===== config.mk =====
export PLATFORM = sky130hd
export DESIGN_NAME = mc_program_sequencer_flat
export DESIGN_NICKNAME = d
export VERILOG_FILES = /design/src/rtl/mc_program_sequencer_if.sv /design/src/rtl/mc_program_sequencer.sv /design/src/flat_wrapper.sv
export SDC_FILE = /design/constraint.sdc
export NUM_CORES = 1
export LEC_CHECK = 0
export ABC_AREA = 1
export CAP_MARGIN = 20
export CORE_MARGIN = 2
export CORE_UTILIZATION = 45
export DETAILED_ROUTE_END_ITERATION = 10
export HOLD_SLACK_MARGIN = 0.02
export PLACE_DENSITY_LB_ADDON = 0.3
export SLEW_MARGIN = 10
export SYNTH_ARGS = -nofsm -noshare
export SYNTH_HDL_FRONTEND = slang
export SYNTH_SLANG_ARGS = --single-unit

===== constraint.sdc =====
create_clock -name clk -period 2.95 [get_ports clk]
set_input_delay 0.59 -clock clk [delete_from_list [all_inputs] [get_ports clk]]
set_output_delay 0.59 -clock clk [all_outputs]
set_load 0.02 [all_outputs]

===== src/rtl/mc_program_sequencer_if.sv =====
`default_nettype none
// ============================================================================
// Module   : mc_program_sequencer_if
// Purpose  : Bundles the program ROM bus, the ICU req/ack handshake, the ICU
//            decode outputs and the run/status lines of the MC14500B program
//            sequencer.
// Ports    : master - the sequencer: drives prog_addr, icu_instr, io_addr,
//                     icu_req, busy, halted, fault; receives run, prog_data,
//                     icu_ack, icu_jmp, icu_rtn, icu_flag_o, icu_flag_f.
//            slave  - the ROM/ICU/host environment, the mirror image.
// Revision : 1.0 - initial release
// ============================================================================
interface mc_program_sequencer_if #(
    parameter int ADDR_W = 8,
    parameter int OP_W   = 4
);
    logic                     run;
    logic [ADDR_W-1:0]        prog_addr;
    logic [OP_W+ADDR_W-1:0]   prog_data;
    logic [OP_W-1:0]          icu_instr;
    logic [ADDR_W-1:0]        io_addr;
    logic                     icu_req;
    logic                     icu_ack;
    logic                     icu_jmp;
    logic                     icu_rtn;
    logic                     icu_flag_o;
    logic                     icu_flag_f;
    logic                     busy;
    logic                     halted;
    logic                     fault;

    modport master (
        input  run, prog_data, icu_ack, icu_jmp, icu_rtn, icu_flag_o, icu_flag_f,
        output prog_addr, icu_instr, io_addr, icu_req, busy, halted, fault
    );

    modport slave (
        output run, prog_data, icu_ack, icu_jmp, icu_rtn, icu_flag_o, icu_flag_f,
        input  prog_addr, icu_instr, io_addr, icu_req, busy, halted, fault
    );
endinterface
`default_nettype wire


===== src/rtl/mc_program_sequencer.sv =====
`default_nettype none
// ============================================================================
// Module   : mc_program_sequencer
// Purpose  : Program sequencer for the MC14500B ICU. Owns the program counter,
//            fetches {opcode, operand} words from a synchronous ROM, issues
//            each opcode over a four-phase req/ack handshake and then acts on
//            the ICU's JMP/RTN/NOPO/NOPF outputs (jump, call, return, halt).
// Ports    : clk  - system clock, rising edge
//            rst  - asynchronous active-high reset
//            bus  - mc_program_sequencer_if.master (ROM, ICU and status lines)
// Revision : 1.0 - initial release
// ============================================================================
module mc_program_sequencer #(
    parameter int ADDR_W      = 8,
    parameter int OP_W        = 4,
    parameter int STACK_DEPTH = 4,
    parameter int ACK_TIMEOUT = 15
) (
    input  wire logic               clk,
    input  wire logic               rst,
    mc_program_sequencer_if.master  bus
);

    localparam int TW  = $clog2(ACK_TIMEOUT + 1);
    localparam int SPW = $clog2(STACK_DEPTH + 1);
    localparam int IW  = (STACK_DEPTH > 1) ? $clog2(STACK_DEPTH) : 1;
    localparam logic [TW-1:0]  c_TIMEOUT = TW'(ACK_TIMEOUT);
    localparam logic [SPW-1:0] c_FULL    = SPW'(STACK_DEPTH);

    typedef enum logic [2:0] {
        S_IDLE  = 3'd0,
        S_FETCH = 3'd1,
        S_LATCH = 3'd2,
        S_REQ   = 3'd3,
        S_FLAGS = 3'd4,
        S_REL   = 3'd5,
        S_HALT  = 3'd6
    } state_t;

    state_t              r_state, w_next;
    logic [ADDR_W-1:0]   r_pc;
    logic [SPW-1:0]      r_sp;
    logic                r_call_arm;
    logic [OP_W-1:0]     r_instr;
    logic [ADDR_W-1:0]   r_io_addr;
    logic [TW-1:0]       r_timer;
    logic                r_fault;
    logic                r_ack_s1, r_ack_s2;
    logic                r_jmp, r_rtn, r_flag_o, r_flag_f;
    logic [ADDR_W-1:0]   r_stack [STACK_DEPTH];

    logic                w_req, w_latch, w_sample, w_timer_clr, w_timer_inc;
    logic                w_set_fault, w_commit, w_advance;
    logic [IW-1:0]       w_push_idx, w_pop_idx;

    assign w_push_idx = r_sp[IW-1:0];
    assign w_pop_idx  = IW'(r_sp - SPW'(1));
    // The PC only moves when the handshake completes without halting: a NOPF
    // or a stack fault leaves it pointing at the offending instruction.
    assign w_advance  = w_commit && (w_next != S_HALT);

    // ---------------- FSM state register ----------------
    always_ff @(posedge clk or posedge rst) begin
        if (rst) r_state <= S_IDLE;
        else     r_state <= w_next;
    end

    // ---------------- FSM next-state / control ----------------
    always_comb begin
        w_next      = r_state;
        w_req       = 1'b0;
        w_latch     = 1'b0;
        w_sample    = 1'b0;
        w_timer_clr = 1'b0;
        w_timer_inc = 1'b0;
        w_set_fault = 1'b0;
        w_commit    = 1'b0;
        case (r_state)
            S_IDLE:  if (bus.run) w_next = S_FETCH;
            S_FETCH: w_next = S_LATCH;
            S_LATCH: begin
                w_latch     = 1'b1;
                w_timer_clr = 1'b1;
                w_next      = S_REQ;
            end
            S_REQ: begin
                w_req = 1'b1;
                if (r_ack_s2) begin
                    w_next = S_FLAGS;
                end else if (r_timer == c_TIMEOUT) begin
                    w_set_fault = 1'b1;
                    w_next      = S_HALT;
                end else begin
                    w_timer_inc = 1'b1;
                end
            end
            S_FLAGS: begin
                // Ack has been seen through the synchroniser, so the ICU's
                // decode outputs have long settled.
                w_req       = 1'b1;
                w_sample    = 1'b1;
                w_timer_clr = 1'b1;
                w_next      = S_REL;
            end
            S_REL: begin
                if (!r_ack_s2) begin
                    w_commit = 1'b1;
                    if (r_flag_f) begin
                        w_next = S_HALT;
                    end else if (r_jmp && r_call_arm && (r_sp == c_FULL)) begin
                        w_set_fault = 1'b1;
                        w_next      = S_HALT;
                    end else if (!r_jmp && r_rtn && (r_sp == '0)) begin
                        w_set_fault = 1'b1;
                        w_next      = S_HALT;
                    end else begin
                        w_next = bus.run ? S_FETCH : S_IDLE;
                    end
                end else if (r_timer == c_TIMEOUT) begin
                    w_set_fault = 1'b1;
                    w_next      = S_HALT;
                end else begin
                    w_timer_inc = 1'b1;
                end
            end
            S_HALT:  w_next = S_HALT;
            default: w_next = S_IDLE;
        endcase
    end

    // ---------------- Datapath ----------------
    always_ff @(posedge clk or posedge rst) begin
        if (rst) begin
            r_pc       <= '0;
            r_sp       <= '0;
            r_call_arm <= 1'b0;
            r_instr    <= '0;
            r_io_addr  <= '0;
            r_timer    <= '0;
            r_fault    <= 1'b0;
            r_ack_s1   <= 1'b0;
            r_ack_s2   <= 1'b0;
            r_jmp      <= 1'b0;
            r_rtn      <= 1'b0;
            r_flag_o   <= 1'b0;
            r_flag_f   <= 1'b0;
        end else begin
            r_ack_s1 <= bus.icu_ack;
            r_ack_s2 <= r_ack_s1;

            if (w_timer_clr)      r_timer <= '0;
            else if (w_timer_inc) r_timer <= r_timer + TW'(1);

            if (w_set_fault) r_fault <= 1'b1;

            if (w_latch) begin
                r_instr   <= bus.prog_data[OP_W+ADDR_W-1 -: OP_W];
                r_io_addr <= bus.prog_data[ADDR_W-1:0];
            end

            if (w_sample) begin
                r_jmp    <= bus.icu_jmp;
                r_rtn    <= bus.icu_rtn;
                r_flag_o <= bus.icu_flag_o;
                r_flag_f <= bus.icu_flag_f;
            end

            if (w_advance) begin
                // NOPO arms a call for exactly the next executed instruction.
                r_call_arm <= r_flag_o;
                if (r_jmp) begin
                    if (r_call_arm) r_sp <= r_sp + SPW'(1);
                    r_pc <= r_io_addr;
                end else if (r_rtn) begin
                    r_pc <= r_stack[w_pop_idx];
                    r_sp <= r_sp - SPW'(1);
                end else begin
                    r_pc <= r_pc + ADDR_W'(1);
                end
            end
        end
    end

    // Return-address stack contents need no reset; sp qualifies them.
    always_ff @(posedge clk) begin
        if (w_advance && r_jmp && r_call_arm)
            r_stack[w_push_idx] <= r_pc + ADDR_W'(1);
    end

    // ---------------- Outputs ----------------
    assign bus.prog_addr = r_pc;
    assign bus.icu_instr = r_instr;
    assign bus.io_addr   = r_io_addr;
    assign bus.icu_req   = w_req;
    assign bus.busy      = (r_state != S_IDLE) && (r_state != S_HALT);
    assign bus.halted    = (r_state == S_HALT);
    assign bus.fault     = r_fault;

endmodule
`default_nettype wire


===== src/flat_wrapper.sv =====
// flat-port wrapper written by rule: the top's interface ports become plain ports
module mc_program_sequencer_flat 
#(
    parameter int ADDR_W      = 8,
    parameter int OP_W        = 4,
    parameter int STACK_DEPTH = 4,
    parameter int ACK_TIMEOUT = 15
)
  (clk, rst, bus_run, bus_prog_data, bus_icu_ack, bus_icu_jmp, bus_icu_rtn, bus_icu_flag_o, bus_icu_flag_f, bus_prog_addr, bus_icu_instr, bus_io_addr, bus_icu_req, bus_busy, bus_halted, bus_fault);
  mc_program_sequencer_if #(.ADDR_W(ADDR_W), .OP_W(OP_W)) bus_i ();
  input  wire logic clk;
  input  wire logic rst;
  input wire logic [$bits(bus_i.run)-1:0] bus_run;
  input wire logic [$bits(bus_i.prog_data)-1:0] bus_prog_data;
  input wire logic [$bits(bus_i.icu_ack)-1:0] bus_icu_ack;
  input wire logic [$bits(bus_i.icu_jmp)-1:0] bus_icu_jmp;
  input wire logic [$bits(bus_i.icu_rtn)-1:0] bus_icu_rtn;
  input wire logic [$bits(bus_i.icu_flag_o)-1:0] bus_icu_flag_o;
  input wire logic [$bits(bus_i.icu_flag_f)-1:0] bus_icu_flag_f;
  output wire logic [$bits(bus_i.prog_addr)-1:0] bus_prog_addr;
  output wire logic [$bits(bus_i.icu_instr)-1:0] bus_icu_instr;
  output wire logic [$bits(bus_i.io_addr)-1:0] bus_io_addr;
  output wire logic [$bits(bus_i.icu_req)-1:0] bus_icu_req;
  output wire logic [$bits(bus_i.busy)-1:0] bus_busy;
  output wire logic [$bits(bus_i.halted)-1:0] bus_halted;
  output wire logic [$bits(bus_i.fault)-1:0] bus_fault;
  assign bus_i.run = bus_run;
  assign bus_i.prog_data = bus_prog_data;
  assign bus_i.icu_ack = bus_icu_ack;
  assign bus_i.icu_jmp = bus_icu_jmp;
  assign bus_i.icu_rtn = bus_icu_rtn;
  assign bus_i.icu_flag_o = bus_icu_flag_o;
  assign bus_i.icu_flag_f = bus_icu_flag_f;
  assign bus_prog_addr = bus_i.prog_addr;
  assign bus_icu_instr = bus_i.icu_instr;
  assign bus_io_addr = bus_i.io_addr;
  assign bus_icu_req = bus_i.icu_req;
  assign bus_busy = bus_i.busy;
  assign bus_halted = bus_i.halted;
  assign bus_fault = bus_i.fault;
  mc_program_sequencer #(.ADDR_W(ADDR_W), .OP_W(OP_W), .STACK_DEPTH(STACK_DEPTH), .ACK_TIMEOUT(ACK_TIMEOUT)) u_core (.clk(clk), .rst(rst), .bus(bus_i));
endmodule

==> impl_results.md <==
- Max clock buf depth: 2
- Die area: 0.00804 sq mm
- Number of global-route vias before repair: 2432
- WHS Path Cells: 0
- Post-synth EDFFs: 32
- Width of the chip: 89.7 um
- Routed wl met3: 339 um
- Status: complete, no violations
- Max-Cap Viols: 0
- Share of cells above drive strength 1: 9.40%
- Commonest non-fill, non-tap cell in the layout: nand2_1
- Core Region: 0.00718 sq mm
- Cells after Synth: 358
- # H-tree levels: 3
- R2R Setup Slk: 0.54 ns
- DIE HEIGHT: 89.7 um
- Min-Delay Endpoint: u_core.r_ack_s2
- FFs w/ async S/R, synth: 54.3%
- Net switching fraction of the power: 42.3%
- Non-filler instance count after layout: 514
- Seq pwr share: 36.7%
- CTS tree: built
- Critical path's top delay family: buffers and inverters
- Wirelength per Cell: 13.6 um
- Final Net Count: 437
- Fillers: 603
- Layout area overhead: 23.3%
- Internal Power: 2.43 mW
- Placed instance count: 498
- Cts hold-fix bufs: 0
- DRC: 0
- Crit start category: flop
- Sequential element share of the synthesized area: 57.9%
- Switching power: 1.78 mW
- Reg area: 0.00191 sq mm
- Critical Path End Type: output pin
- Clk_lat worst skew: 0.35 ns
- Worst path required time: 2.36 ns
- R2R Path End: u_core.r_stack[2][7]
- Num rows: 31
- Via count: 2568
- Post-CTS Setup Bufs: 0
- Yosys cell types: 32
- PwrDens: 1040 mW/mm^2
- Clock root buffer: clkbuf_8
- LEAKAGE: 1.80 nW
- Pin count of the biggest net entering global routing: 39
- Area of the multi-input gates: 0.00122 sq mm
- Synth area leaders: edfxtp_1 29%, dfrtp_1 29%, nand2_1 13%
- Hold Crit Class: reg -> reg
- Antenna violations before repair: 0
- Slew Viols, Final: 0
- # resized after CTS: 0
- Hold path start: u_core.r_ack_s1
- ANT cells: 0
- Clock transition at the registers of the reported paths: 0.08 ns
- Top-level port count: 44
- GR Util All Layers: 19.1%
- CTS sink cnt: 70
- Initial DRT Pass Iterations: 4
- 1st-iter DRT viols: 147
- Top cell type's share of synthesized area: 29.1%
- Tmin final: 2.74 ns
- Number of vias per cell: 5.00
- Grt ovf: 0
- Max VDD drop: 527 uV
- Uppermost routed layer: met4
- Port bufs: 43
- Yosys reg bits: 70
- Initial Utilization: 46.0%
- Fin area: 0.00407 sq mm
- Unrepaired setup endpoints after global routing: no
- Cells along the critical path: inv_1 > nand2_1 > nor2_1 > inv_1 > nand2_1 > clkdlybuf4s50_1
- Ratio of final minimum period to clock period: 93.0%
- Slew headroom: 58.7%
- CP peak stage delay: 0.60 ns
- CP arrival: 2.15 ns
- Critical path buffers and inverters: 3
- Worst reg2reg path depth: 8
- Most frequent cells in the layout: 118 x nand2_1, 43 x clkdlybuf4s50_1, 38 x dfrtp_1
- Hold Vio Cnt, Final: 0
- Worst Setup Path Type: reg -> out
- Synth Area per Inst: 9.22 sq um
- Post-Syn Nets: 385
- Comb power frac: 44.4%
- Met2 wire length: 3260 um
- Worst setup path start: u_core.r_state[1]
- Pwr Total: 4.21 mW
- Clock Power Share: 18.9%
- Post-Route M1 WL: 3320 um
- Fmax: 365 MHz
- Antenna Nets Post-Route: 0
- Setup_tns: 0 ns
- Routability Congestion: 0.897
- Synthesized area: 0.00330 sq mm
- Worst Path Max Fanout: 8
- Dpl hpwl: 5010 um
- Placement Cell Area: 0.00386 sq mm
- Clock Skew: 0.0116 ns
- Wirelength, routed: 7010 um
- First-pass GRT wire length: 11300 um
- CP max-delay cell: clkdlybuf4s50_1
- Cell taking the most area after synthesis: edfxtp_1
- Synth warnings: 0
- Commonest register cell after synthesis: dfrtp_1
- Setup-violating endpoint count in the final report: 0
- Num CTS Buffers: 9
- Worst-Margin Slew: 0.616 ns
- RR Startpoint: u_core.r_timer[0]
## synth_stat cells, types with 2 or more instances
cell      number
a21oi_1        3
nand2_1      118
nand3_1       36
clkbuf_1       5
nand2_4        3
nor3_2         4
xnor2_1        2
o21ai_0       20
inv_2          3
nor2_1        25
dfrtp_1       38
o22ai_1        5
nand4_1        4
nand2_2        3
edfxtp_1      32
buf_2          3
xor2_1         5
ha_1           7
inv_1         27
a22oi_1        3
## metrics by stage
stage	util, %	worst slack, ns	hold WS [ns]
floorplan	-	0.415	0.331
global placement	53.8	0.616	0.337
detailed placement	53.8	0.534	0.349
CTS	56.7	0.212	0.367
global route	56.7	0.0791	0.368
finish	56.7	0.208	0.362
## flip-flops by register name (all words and copies together), names as in the netlist, 3 cells and up
register,cells
u_core.r_stack,32
u_core.r_state,3
u_core.bus.io_addr,8
u_core.r_sp,3
u_core.bus.prog_addr,8
u_core.r_timer,4
u_core.bus.icu_instr,4
## area by class of cell
class	instances	share of cell area [%]
inverter	31	2.86
timing repair buffer	51	12.1
clock buffer	10	3.38
clock inverter	6	1.69
multi-input combinational	247	30.0
sequential	70	47.0
tap	99	3.04
## worst max-delay path by stage
| stage | slack, ns | depth (start not counted) | end |
|---|---|---|---|
| 6_report | 0.21 | 6 | bus_icu_req |
| 5_1_grt | 0.08 | 6 | bus_icu_req |
| 4_1_cts | 0.21 | 6 | bus_icu_req |
| 3_5_place_dp | 0.53 | 8 | u_core.r_stack[2][2] |
| 3_3_place_gp | 0.62 | 8 | u_core.r_stack[2][4] |
| 2_1_floorplan | 0.42 | 14 | u_core.r_stack[1][0] |
## metal layers
metal,global-route usage [%],vias to the layer above
met1,26.5,1200
li1,-,1287
met2,29.1,73
met3,5.30,8
met4,6.78,0
met5,0,-
## cells by family (layout without fill, tap and decap cells)
kind of cell | Yosys count | after routing | synth area share, %
AO/OA/AOI/OAI | 35 | 35 | 6.03
AND/OR/NAND/NOR | 198 | 198 | 26.4
buffers and inverters | 41 | 98 | 5.12
flip-flops | 70 | 70 | 57.9
XOR/XNOR | 7 | 7 | 1.86
adder cells (fa/ha/maj) | 7 | 7 | 2.65
## power groups by stage
stage | Combinational, mW | Sequential (mW) | Clock (mW)
3_5_place_dp | 1.87 | 1.56 | 0
6_report | 1.87 | 1.55 | 0.797
5_1_grt | 2.10 | 1.58 | 0.852
4_1_cts | 1.89 | 1.55 | 0.805
2_1_floorplan | 1.07 | 1.66 | 0
3_3_place_gp | 1.84 | 1.56 | 0
## worst register-to-register path, stage by stage (launching register included)
cell and delay, ns:
dfrtp_1 0.42, ha_1 0.22, nand3_1 0.16, nand2_1 0.09, a22oi_1 0.20, nand2_2 0.12, nand2_4 0.19, nand2_4 0.16
nor3_2 0.50
No activity file was read; power rests on OpenSTA's default activity.
